**config.mk**
```make
export PLATFORM = sky130hd
export DESIGN_NAME = mem_arbiter_flat
export DESIGN_NICKNAME = d
export VERILOG_FILES = /design/src/rtl/mem_arbiter_if.sv /design/src/rtl/mem_arbiter.sv /design/src/flat_wrapper.sv
export SDC_FILE = /design/constraint.sdc
export NUM_CORES = 1
export LEC_CHECK = 0
export BUFFER_PORTS_ARGS = -buffer_cell sky130_fd_sc_hd__buf_4
export CELL_PAD_IN_SITES_DETAIL_PLACEMENT = 0
export CELL_PAD_IN_SITES_GLOBAL_PLACEMENT = 1
export CORE_AREA = 2 2 213 215
export CTS_CLUSTER_DIAMETER = 30
export DETAILED_ROUTE_END_ITERATION = 8
export DIE_AREA = 0 0 215 217
export GPL_TIMING_DRIVEN = 0
export HOLD_SLACK_MARGIN = 0.05
export PLACE_DENSITY_LB_ADDON = 0.1
export SLEW_MARGIN = 20
export SYNTH_ARGS = -nofsm -noshare
export SYNTH_HDL_FRONTEND = slang
export SYNTH_SLANG_ARGS = --single-unit
```
**constraint.sdc**
```tcl
create_clock -name clk -period 2.8 [get_ports clk]
set_input_delay 0.84 -clock clk [delete_from_list [all_inputs] [get_ports clk]]
set_output_delay 0.84 -clock clk [all_outputs]
set_load 0.02 [all_outputs]
```
**src/rtl/mem_arbiter_if.sv**
```systemverilog
// Request/response bundle between the IFU, the LSU, the arbiter and the memory wrapper.
// master is the arbiter view (it drives the memory port); slave is the surrounding environment.
interface mem_arbiter_if;
    logic        ifu_req_valid;
    logic        ifu_req_ready;
    logic [63:0] ifu_addr;
    logic        ifu_rsp_valid;
    logic [63:0] ifu_rdata;

    logic        lsu_req_valid;
    logic        lsu_req_ready;
    logic [63:0] lsu_addr;
    logic        lsu_wen;
    logic [63:0] lsu_wdata;
    logic [7:0]  lsu_wmask;
    logic        lsu_rsp_valid;
    logic [63:0] lsu_rdata;

    logic        mem_req_valid;
    logic        mem_req_ready;
    logic [63:0] mem_addr;
    logic        mem_wen;
    logic [63:0] mem_wdata;
    logic [7:0]  mem_wmask;
    logic        mem_rsp_valid;
    logic [63:0] mem_rdata;

    logic        busy;

    modport master (
        input  ifu_req_valid, ifu_addr,
        input  lsu_req_valid, lsu_addr, lsu_wen, lsu_wdata, lsu_wmask,
        input  mem_req_ready, mem_rsp_valid, mem_rdata,
        output ifu_req_ready, ifu_rsp_valid, ifu_rdata,
        output lsu_req_ready, lsu_rsp_valid, lsu_rdata,
        output mem_req_valid, mem_addr, mem_wen, mem_wdata, mem_wmask,
        output busy
    );

    modport slave (
        output ifu_req_valid, ifu_addr,
        output lsu_req_valid, lsu_addr, lsu_wen, lsu_wdata, lsu_wmask,
        output mem_req_ready, mem_rsp_valid, mem_rdata,
        input  ifu_req_ready, ifu_rsp_valid, ifu_rdata,
        input  lsu_req_ready, lsu_rsp_valid, lsu_rdata,
        input  mem_req_valid, mem_addr, mem_wen, mem_wdata, mem_wmask,
        input  busy
    );
endinterface

```
**src/rtl/mem_arbiter.sv**
```systemverilog
// Single-port memory arbiter: LSU-priority grant with IFU anti-starvation,
// one transaction in flight (IDLE -> ISSUE -> WAIT).
module mem_arbiter #(
    parameter int unsigned STARVE_LIMIT = 4
) (
    input  logic          clk,
    input  logic          rst,
    mem_arbiter_if.master bus
);

    typedef enum logic [1:0] {S_IDLE, S_ISSUE, S_WAIT} state_t;

    localparam int unsigned CNT_W = (STARVE_LIMIT < 1) ? 1 : $clog2(STARVE_LIMIT + 1);
    localparam logic [CNT_W-1:0] CNT_MAX = CNT_W'(STARVE_LIMIT);

    state_t           state;
    state_t           state_nxt;
    logic [CNT_W-1:0] starve_cnt;
    logic             force_ifu;
    logic             ifu_win;
    logic             lsu_win;

    logic [63:0]      addr_p0;
    logic             wen_p0;
    logic [63:0]      wdata_p0;
    logic [7:0]       wmask_p0;
    logic             owner_lsu_p0;

    logic             ifu_vld_p1;
    logic             lsu_vld_p1;
    logic [63:0]      ifu_rdata_p1;
    logic [63:0]      lsu_rdata_p1;

    assign force_ifu = (STARVE_LIMIT != 0) && (starve_cnt == CNT_MAX);

    always_comb begin
        state_nxt = state;
        ifu_win   = 1'b0;
        lsu_win   = 1'b0;
        case (state)
            S_IDLE: begin
                // Reset low suppresses grants so nothing is accepted while the arbiter is being cleared.
                if (rst) begin
                    if (bus.lsu_req_valid && !(bus.ifu_req_valid && force_ifu))
                        lsu_win = 1'b1;
                    else if (bus.ifu_req_valid)
                        ifu_win = 1'b1;
                end
                if (ifu_win || lsu_win)
                    state_nxt = S_ISSUE;
            end
            S_ISSUE: if (bus.mem_req_ready) state_nxt = S_WAIT;
            S_WAIT:  if (bus.mem_rsp_valid) state_nxt = S_IDLE;
            default: state_nxt = S_IDLE;
        endcase
    end

    always_ff @(posedge clk) begin
        if (!rst) state <= S_IDLE;
        else      state <= state_nxt;
    end

    always_ff @(posedge clk) begin
        if (!rst)
            starve_cnt <= '0;
        else if (ifu_win)
            starve_cnt <= '0;
        else if (lsu_win && bus.ifu_req_valid && starve_cnt != CNT_MAX)
            starve_cnt <= starve_cnt + 1'b1;
    end

    // Stage p0: request fields latched at grant, held for the whole transaction
    always_ff @(posedge clk) begin
        if (!rst) begin
            addr_p0      <= '0;
            wen_p0       <= 1'b0;
            wdata_p0     <= '0;
            wmask_p0     <= '0;
            owner_lsu_p0 <= 1'b0;
        end else if (ifu_win || lsu_win) begin
            addr_p0      <= lsu_win ? bus.lsu_addr : bus.ifu_addr;
            wen_p0       <= lsu_win & bus.lsu_wen;
            wdata_p0     <= lsu_win ? bus.lsu_wdata : '0;
            wmask_p0     <= (lsu_win && bus.lsu_wen) ? bus.lsu_wmask : '0;
            owner_lsu_p0 <= lsu_win;
        end
    end

    // Stage p1: response routed to its owner; rdata holds between responses
    always_ff @(posedge clk) begin
        if (!rst) begin
            ifu_vld_p1   <= 1'b0;
            lsu_vld_p1   <= 1'b0;
            ifu_rdata_p1 <= '0;
            lsu_rdata_p1 <= '0;
        end else begin
            ifu_vld_p1 <= 1'b0;
            lsu_vld_p1 <= 1'b0;
            if (state == S_WAIT && bus.mem_rsp_valid) begin
                if (owner_lsu_p0) begin
                    lsu_vld_p1   <= 1'b1;
                    lsu_rdata_p1 <= wen_p0 ? 64'd0 : bus.mem_rdata;
                end else begin
                    ifu_vld_p1   <= 1'b1;
                    ifu_rdata_p1 <= bus.mem_rdata;
                end
            end
        end
    end

    assign bus.ifu_req_ready = ifu_win;
    assign bus.lsu_req_ready = lsu_win;
    assign bus.ifu_rsp_valid = ifu_vld_p1;
    assign bus.ifu_rdata     = ifu_rdata_p1;
    assign bus.lsu_rsp_valid = lsu_vld_p1;
    assign bus.lsu_rdata     = lsu_rdata_p1;
    assign bus.mem_req_valid = (state == S_ISSUE);
    assign bus.mem_addr      = addr_p0;
    assign bus.mem_wen       = wen_p0;
    assign bus.mem_wdata     = wdata_p0;
    assign bus.mem_wmask     = wmask_p0;
    assign bus.busy          = (state != S_IDLE);

endmodule

```
**src/flat_wrapper.sv**
```systemverilog
// flat-port wrapper written by rule: the top's interface ports become plain ports
module mem_arbiter_flat 
#(
    parameter int unsigned STARVE_LIMIT = 4
)
  (clk, rst, bus_ifu_req_valid, bus_ifu_addr, bus_lsu_req_valid, bus_lsu_addr, bus_lsu_wen, bus_lsu_wdata, bus_lsu_wmask, bus_mem_req_ready, bus_mem_rsp_valid, bus_mem_rdata, bus_ifu_req_ready, bus_ifu_rsp_valid, bus_ifu_rdata, bus_lsu_req_ready, bus_lsu_rsp_valid, bus_lsu_rdata, bus_mem_req_valid, bus_mem_addr, bus_mem_wen, bus_mem_wdata, bus_mem_wmask, bus_busy);
  mem_arbiter_if bus_i ();
  input  logic clk;
  input  logic rst;
  input wire logic [$bits(bus_i.ifu_req_valid)-1:0] bus_ifu_req_valid;
  input wire logic [$bits(bus_i.ifu_addr)-1:0] bus_ifu_addr;
  input wire logic [$bits(bus_i.lsu_req_valid)-1:0] bus_lsu_req_valid;
  input wire logic [$bits(bus_i.lsu_addr)-1:0] bus_lsu_addr;
  input wire logic [$bits(bus_i.lsu_wen)-1:0] bus_lsu_wen;
  input wire logic [$bits(bus_i.lsu_wdata)-1:0] bus_lsu_wdata;
  input wire logic [$bits(bus_i.lsu_wmask)-1:0] bus_lsu_wmask;
  input wire logic [$bits(bus_i.mem_req_ready)-1:0] bus_mem_req_ready;
  input wire logic [$bits(bus_i.mem_rsp_valid)-1:0] bus_mem_rsp_valid;
  input wire logic [$bits(bus_i.mem_rdata)-1:0] bus_mem_rdata;
  output wire logic [$bits(bus_i.ifu_req_ready)-1:0] bus_ifu_req_ready;
  output wire logic [$bits(bus_i.ifu_rsp_valid)-1:0] bus_ifu_rsp_valid;
  output wire logic [$bits(bus_i.ifu_rdata)-1:0] bus_ifu_rdata;
  output wire logic [$bits(bus_i.lsu_req_ready)-1:0] bus_lsu_req_ready;
  output wire logic [$bits(bus_i.lsu_rsp_valid)-1:0] bus_lsu_rsp_valid;
  output wire logic [$bits(bus_i.lsu_rdata)-1:0] bus_lsu_rdata;
  output wire logic [$bits(bus_i.mem_req_valid)-1:0] bus_mem_req_valid;
  output wire logic [$bits(bus_i.mem_addr)-1:0] bus_mem_addr;
  output wire logic [$bits(bus_i.mem_wen)-1:0] bus_mem_wen;
  output wire logic [$bits(bus_i.mem_wdata)-1:0] bus_mem_wdata;
  output wire logic [$bits(bus_i.mem_wmask)-1:0] bus_mem_wmask;
  output wire logic [$bits(bus_i.busy)-1:0] bus_busy;
  assign bus_i.ifu_req_valid = bus_ifu_req_valid;
  assign bus_i.ifu_addr = bus_ifu_addr;
  assign bus_i.lsu_req_valid = bus_lsu_req_valid;
  assign bus_i.lsu_addr = bus_lsu_addr;
  assign bus_i.lsu_wen = bus_lsu_wen;
  assign bus_i.lsu_wdata = bus_lsu_wdata;
  assign bus_i.lsu_wmask = bus_lsu_wmask;
  assign bus_i.mem_req_ready = bus_mem_req_ready;
  assign bus_i.mem_rsp_valid = bus_mem_rsp_valid;
  assign bus_i.mem_rdata = bus_mem_rdata;
  assign bus_ifu_req_ready = bus_i.ifu_req_ready;
  assign bus_ifu_rsp_valid = bus_i.ifu_rsp_valid;
  assign bus_ifu_rdata = bus_i.ifu_rdata;
  assign bus_lsu_req_ready = bus_i.lsu_req_ready;
  assign bus_lsu_rsp_valid = bus_i.lsu_rsp_valid;
  assign bus_lsu_rdata = bus_i.lsu_rdata;
  assign bus_mem_req_valid = bus_i.mem_req_valid;
  assign bus_mem_addr = bus_i.mem_addr;
  assign bus_mem_wen = bus_i.mem_wen;
  assign bus_mem_wdata = bus_i.mem_wdata;
  assign bus_mem_wmask = bus_i.mem_wmask;
  assign bus_busy = bus_i.busy;
  mem_arbiter #(.STARVE_LIMIT(STARVE_LIMIT)) u_core (.clk(clk), .rst(rst), .bus(bus_i));
endmodule
```
# After elaboration in Yosys (flattened, before gate mapping)
# Index checks and enable logic that the tools add are counted.
# totals
regBits,273
input_bits,271
output_inout_bits,271
elab_cells,57
# op_classes
addsub,1
n_eq_ne,7
muxes,19
bitwise_logic,3
reduce_logical,16
# op_table
op,n
64-bit 2-to-1 mux,3
1-bit 2-to-1 mux,11
8-bit 2-to-1 mux,1
1-bit logical AND,6
2-bit 2-to-1 mux,3
2-bit case mux with 3 select lines,1
2-bit AND reduction,3
2-bit inequality test (second input constant),2
3-bit by 1-bit adder with 3-bit output (second input constant),1
3-bit == test (second input constant),1
3-bit inequality test (second input constant),1
3-bit AND reduction,1
2-bit by 1-bit == test with 1-bit output (second input constant),1
2-bit == test (second input constant),1
2-bit logical NOT,1
1-bit logical OR,2
2-bit by 1-bit inequality test with 1-bit output (second input constant),1
1-bit NOT,2
2-bit nonzero test,1
2-bit OR reduction,1
1-bit AND,1
1-bit logical NOT,1

# Longest topological paths before layout
# logic_depth
depth_word,10
mapped_depth,7
ltp_nobuf,5

# Worst setup path before layout
# OpenSTA, ideal clock, no wires.
# synth_timing
path_kind,in2out
startpoint,in bus_ifu_req_valid
endpoint,out bus_ifu_req_ready
arrival_time_ns,2.053
required_ns,1.960
slack_ns,-0.093
path_stages,4
n_path_buf,2
path_cell_list,or3b_4 > buf_6 > buf_6 > a211oi_1
# synth_via
elab_chain_cells,7
elab_cells_between_ends,8
classes_between,mux: 5; reduce/logical: 3
# synth_rtl
element,line,source
"start, declared",flat_wrapper.sv:10,input wire logic [$bits(bus_i.ifu_req_valid)-1:0] bus_ifu_req_valid;
1-bit logical AND,mem_arbiter.sv:44,if (bus.lsu_req_valid && !(bus.ifu_req_valid && force_ifu))
1-bit logical NOT,mem_arbiter.sv:44,
1-bit logical AND,mem_arbiter.sv:44,
1-bit 2-to-1 mux (*),mem_arbiter.sv:44,
1-bit 2-to-1 mux (*),mem_arbiter.sv:43,if (rst) begin
1-bit 2-to-1 mux (*) (2 in a row),mem_arbiter.sv:40,case (state)
"end, declared",flat_wrapper.sv:20,output wire logic [$bits(bus_i.ifu_req_ready)-1:0] bus_ifu_req_ready;
# Every way passes the cells marked *; elsewhere a longest branch is shown, timed or not. The select of a mux whose other input is x is not followed.

# Worst setup path in the final report
# layout_timing
startpoint,in bus_lsu_req_valid
endpoint,out bus_ifu_req_ready
# layout_via
elab_chain_cells,5
# layout_rtl
element,line,source
"start, declared",flat_wrapper.sv:12,input wire logic [$bits(bus_i.lsu_req_valid)-1:0] bus_lsu_req_valid;
1-bit logical AND,mem_arbiter.sv:44,
1-bit 2-to-1 mux,mem_arbiter.sv:44,
1-bit 2-to-1 mux,mem_arbiter.sv:43,
1-bit 2-to-1 mux (2 in a row),mem_arbiter.sv:40,
# Every way passes these cells. The select of a mux whose other input is x is not followed.

==> impl_metrics.xml <==
<?xml version="1.0" encoding="UTF-8"?>
<metrics>
  <group name="sta">
    <metric name="worst-slew-pin-transition" unit="ps">909.6</metric>
    <metric name="period_needed" unit="ps">2734</metric>
    <metric name="tns" unit="ps">0</metric>
    <metric name="drv_slew" unit="">0</metric>
    <metric name="unrepaired_setup_endpoints_after_global_routing" unit="">true</metric>
    <metric name="final-hold-violation-count" unit="">0</metric>
    <metric name="finClkSkew" unit="ps">17.73</metric>
    <metric name="whs" unit="ps">451.0</metric>
    <metric name="postLayoutSetupSlackWorst" unit="ps">66.46</metric>
    <metric name="maxClockFrequency" unit="MHz">365.8</metric>
    <metric name="min_period_over_period" unit="%">97.63</metric>
    <metric name="timing.final.setup_violations" unit="">0</metric>
    <metric name="slew-limit-headroom" unit="%">39.03</metric>
  </group>
  <group name="clock_tree">
    <metric name="worst_path_clk_slew" unit="ps">40</metric>
    <metric name="cts-root-buf" unit="">clkbuf_16</metric>
    <metric name="worst_skew_pair.late_latency" unit="ps">600</metric>
    <metric name="post_cts_hold_buffer_count" unit="">0</metric>
    <metric name="cts_tree" unit="">built</metric>
    <metric name="ctsLongestPathBuffers" unit="">3</metric>
    <metric name="cts_inserted_buffers" unit="">85</metric>
    <metric name="cts_sinks" unit="">273</metric>
    <metric name="htree_levels" unit="">3</metric>
  </group>
  <group name="critical_path">
    <metric name="worst_path_max_delay_cell" unit="">clkbuf_1</metric>
    <metric name="worst_r2r_startpoint" unit="">u_core.starve_cnt[1]$_SDFFE_PP0P_</metric>
    <metric name="regToRegSetupSlack" unit="ps">480</metric>
    <metric name="required" unit="ps">1960</metric>
    <metric name="cp_slowest_stage_delay" unit="ps">430</metric>
    <metric name="worst-endpoint-arrival" unit="ps">1890</metric>
    <metric name="bufs_and_invs_on_worst_path" unit="">3</metric>
    <metric name="most_common_cell_type_on_the_critical_path" unit="">buf_4</metric>
    <metric name="endpoint_kind" unit="">output pin</metric>
    <metric name="crit_path_category" unit="">input pin to output pin</metric>
    <metric name="start_kind" unit="">input pin</metric>
    <metric name="ff2ff_path_depth" unit="">8</metric>
    <metric name="max_fo_critical_path" unit="">19</metric>
    <metric name="crit_chain" unit="">buf_4, clkbuf_1, a211oi_2, buf_4</metric>
    <metric name="timing.critical_path.max_delay_family" unit="">buffers and inverters</metric>
    <metric name="crit-reg2reg-capture" unit="">u_core.bus.mem_addr[50]$_SDFFE_PN0P_</metric>
  </group>
  <group name="placed_design">
    <metric name="placedCellCount" unit="">2251</metric>
    <metric name="numPortBuffers" unit="">540</metric>
    <metric name="place_congestion" unit="">0.8107</metric>
    <metric name="detailed_place_hpwl" unit="um">36740</metric>
    <metric name="post-place-ws" unit="ps">-770.2</metric>
  </group>
  <group name="die">
    <metric name="start_util" unit="%">23.44</metric>
    <metric name="ios" unit="">542</metric>
    <metric name="floorplan.die_area" unit="sq um">46660</metric>
    <metric name="floorplan.rows" unit="">78</metric>
    <metric name="core_area" unit="sq um">44700</metric>
    <metric name="fp.dieW" unit="um">215</metric>
    <metric name="fp.dieH" unit="um">217</metric>
  </group>
  <group name="drt">
    <metric name="avgRoutedWirePerCell" unit="um">20.56</metric>
    <metric name="route.antenna.remaining_nets" unit="">0</metric>
    <metric name="drtIter0Drc" unit="">471</metric>
    <metric name="drc" unit="">0</metric>
    <metric name="vias_per_cell" unit="">4.707</metric>
    <metric name="via_count" unit="">11380</metric>
    <metric name="route.final.wire_length" unit="um">49700</metric>
    <metric name="drt_pass1_iterations" unit="">4</metric>
  </group>
  <group name="layout">
    <metric name="area_growth_syn_to_layout" unit="%">74.67</metric>
    <metric name="filler_instances" unit="">4655</metric>
    <metric name="mostFrequentLayoutCells" unit="">buf_4 (554), dfxtp_1 (270), nand2_1 (147), a21oi_1 (132), clkbuf_1 (105)</metric>
    <metric name="drive_above_1_share" unit="%">40.33</metric>
    <metric name="nNetsFinal" unit="">2018</metric>
    <metric name="layout.cells.most_common" unit="">buf_4</metric>
    <metric name="stdcell_count" unit="">2417</metric>
  </group>
  <group name="pwr">
    <metric name="power_per_cell_area" unit="nW/um^2">835.2</metric>
    <metric name="power_frac_seq" unit="%">27.6</metric>
    <metric name="internal_power" unit="mW">11.56</metric>
    <metric name="leakage" unit="nW">7.726</metric>
    <metric name="pwr-share-clk" unit="%">61.6</metric>
    <metric name="power.switching" unit="mW">3.716</metric>
    <metric name="power_switching_share" unit="%">24.32</metric>
    <metric name="combPwrFrac" unit="%">10.9</metric>
    <metric name="fin_total_pwr" unit="mW">15.28</metric>
    <metric name="vdd.ir_drop.worst" unit="mV">0.5333</metric>
  </group>
  <group name="synthesis">
    <metric name="yosysWarnings" unit="">0</metric>
    <metric name="yosys-top-cells-area" unit="">dfxtp_1 (52%), o2111a_1 (6.9%), a21oi_1 (6.3%), nand4b_1 (5.5%), a22o_1 (5.4%)</metric>
    <metric name="avgSynthCellArea" unit="sq um">9.428</metric>
    <metric name="synth_top_family_by_area" unit="">compound AO/OA/AOI/OAI gates</metric>
    <metric name="synth-xor-area-share" unit="%">0</metric>
    <metric name="share_of_synthesized_area_spent_on_multiplexers" unit="%">0</metric>
    <metric name="syn_inst" unit="">1111</metric>
    <metric name="netlist.top_cell.by_area" unit="">dfxtp_1</metric>
    <metric name="netlist-cell-type-count" unit="">34</metric>
    <metric name="synth_seq_cells" unit="">273</metric>
    <metric name="yosys.area_share.adder" unit="%">0.2389</metric>
    <metric name="synth_top_area_share" unit="%">52.17</metric>
    <metric name="syn_area" unit="sq um">10480</metric>
    <metric name="synthSimpleGateAreaFrac" unit="%">19.84</metric>
    <metric name="synth-compound-area-share" unit="%">22.48</metric>
    <metric name="synth.yosys.seq_area_share" unit="%">52.17</metric>
    <metric name="synth_fp_nets" unit="">1384</metric>
  </group>
  <group name="grt">
    <metric name="pin_count_of_the_biggest_net_entering_global_routing" unit="">20</metric>
    <metric name="globalRoute.totalOverflow" unit="">0</metric>
    <metric name="antenna_found_initial" unit="">2</metric>
    <metric name="vias_in_the_first_global_route" unit="">11740</metric>
    <metric name="first_pass_grt_wire_length" unit="um">72890</metric>
    <metric name="gr-usage-all-layers" unit="%">20.39</metric>
  </group>
  <group name="min_path">
    <metric name="hold_critical_path_endpoint" unit="">u_core.bus.ifu_rdata[4]$_SDFFE_PN0P_</metric>
    <metric name="timing.hold.worst.class" unit="">register to register</metric>
    <metric name="hold-path-cell-count" unit="">2</metric>
    <metric name="worstHoldStart" unit="">u_core.bus.ifu_rdata[4]$_SDFFE_PN0P_</metric>
  </group>
  <group name="outcome">
    <metric name="outcome" unit="">finished clean</metric>
  </group>
  <group name="run">
    <metric name="max_cap_viol_count" unit="">0</metric>
  </group>
</metrics>
through the flow:
stage               area (sq um)  util (%)
CTS                        18260     40.85
finish                     18300     40.93
floorplan                  10480         -
global placement           15280     34.20
global route               18300     40.93
detailed placement         15280     34.20
worst min-delay path: cells and delay by family (launching register included):
| family | cells | cell delay, ps |
|---|---|---|
| AND/OR/NAND/NOR | 1 | 50 |
| flip-flops | 1 | 300 |
| AO/OA/AOI/OAI | 1 | 50 |
worst max-delay path by stage:
stage | start | cells after the start | slack (ps) | end
final | bus_lsu_req_valid | 4 | 70 | bus_ifu_req_ready
after global routing | u_core.state[1]$_SDFFE_PN0P_ | 4 | -20 | bus_ifu_req_ready
after detailed placement | bus_ifu_req_valid | 6 | -770 | bus_ifu_req_ready
after CTS | u_core.state[1]$_SDFFE_PN0P_ | 4 | -10 | bus_ifu_req_ready
after floorplan | bus_ifu_req_valid | 4 | 100 | bus_ifu_req_ready
after global placement | bus_ifu_req_valid | 6 | -720 | bus_ifu_req_ready
logic make-up (layout without fill, tap and decap cells):
group           count (synthesis)  count (layout)
simple gates                  363             363
compound gates                338             338
flops                         273             273
buf+inv                       135             839
fa+ha+maj                       2               2
other cells                     0               2
synth_stat cells:
| cell | n |
|---|---|
| a21oi_1 | 132 |
| o21ai_0 | 66 |
| or3_1 | 64 |
| buf_6 | 3 |
| nand2b_1 | 1 |
| dfxtp_1 | 273 |
| or3b_4 | 1 |
| nor3_2 | 1 |
| nor3_1 | 1 |
| nor4b_1 | 1 |
| nand3_1 | 3 |
| clkbuf_1 | 98 |
| or4bb_1 | 1 |
| and4_1 | 1 |
| a22o_1 | 64 |
| a211oi_1 | 1 |
| o22a_1 | 1 |
| buf_2 | 18 |
| nand2_1 | 147 |
| nand4_1 | 65 |
| o2111a_1 | 64 |
| a21boi_0 | 1 |
| nor3b_1 | 2 |
| inv_1 | 4 |
| nand4b_1 | 66 |
| and2_1 | 1 |
| ha_1 | 2 |
| a31o_2 | 1 |
| nor2_1 | 4 |
| nor2b_1 | 1 |
| nor4bb_1 | 1 |
| o22ai_1 | 8 |
| nor2_2 | 2 |
| buf_1 | 12 |
cell type report:
cell class	instances	area, sq um	area share (%)
antenna	2	5.005	0.02735
buffer	124	521.8	2.852
clock buffer	123	2534	13.85
clock inverter	34	347.8	1.901
inverter	4	18.77	0.1026
multi-input combinational	703	4493	24.56
sequential	273	5469	29.89
tap	600	750.7	4.103
timing repair buffer	554	4156	22.72
layer usage:
metal,wire length [um],vias up,global-route usage (%)
met5,0,-,0
met4,1323,0,6.920
met2,24210,409,34.70
met3,4300,81,8.553
li1,-,5473,-
met1,19860,5415,23.01
sequential cells by signal, indices dropped and copies added (netlist names):
| register | cells |
|---|---|
| u_core.state | 2 |
| u_core.owner_lsu_p0 | 1 |
| u_core.starve_cnt | 3 |
| u_core.bus.lsu_rdata | 64 |
| u_core.bus.mem_addr | 64 |
| u_core.bus.lsu_rsp_valid | 1 |
| u_core.bus.mem_wdata | 64 |
| u_core.bus.ifu_rdata | 64 |
| u_core.bus.mem_wmask | 8 |
| u_core.bus.ifu_rsp_valid | 1 |
| u_core.bus.mem_wen | 1 |
power groups by stage:
stage / combinational [mW] / clock [mW] / sequential [mW]
6_report: 1.66 / 9.41 / 4.21
5_1_grt: 1.79 / 9.86 / 4.23
4_1_cts: 1.67 / 9.60 / 4.21
3_5_place_dp: 1.66 / 0 / 4.27
3_3_place_gp: 1.66 / 0 / 4.26
2_1_floorplan: 0.545 / 0 / 4.48
repair_timing:
item,4_1_cts,5_1_grt
resized for setup,22,5
pin swaps,4,3
setup endpoints to repair,3,2
buffers inserted,7,6
cloned,0,1
Note: power is estimated with default switching activity, not from simulation.
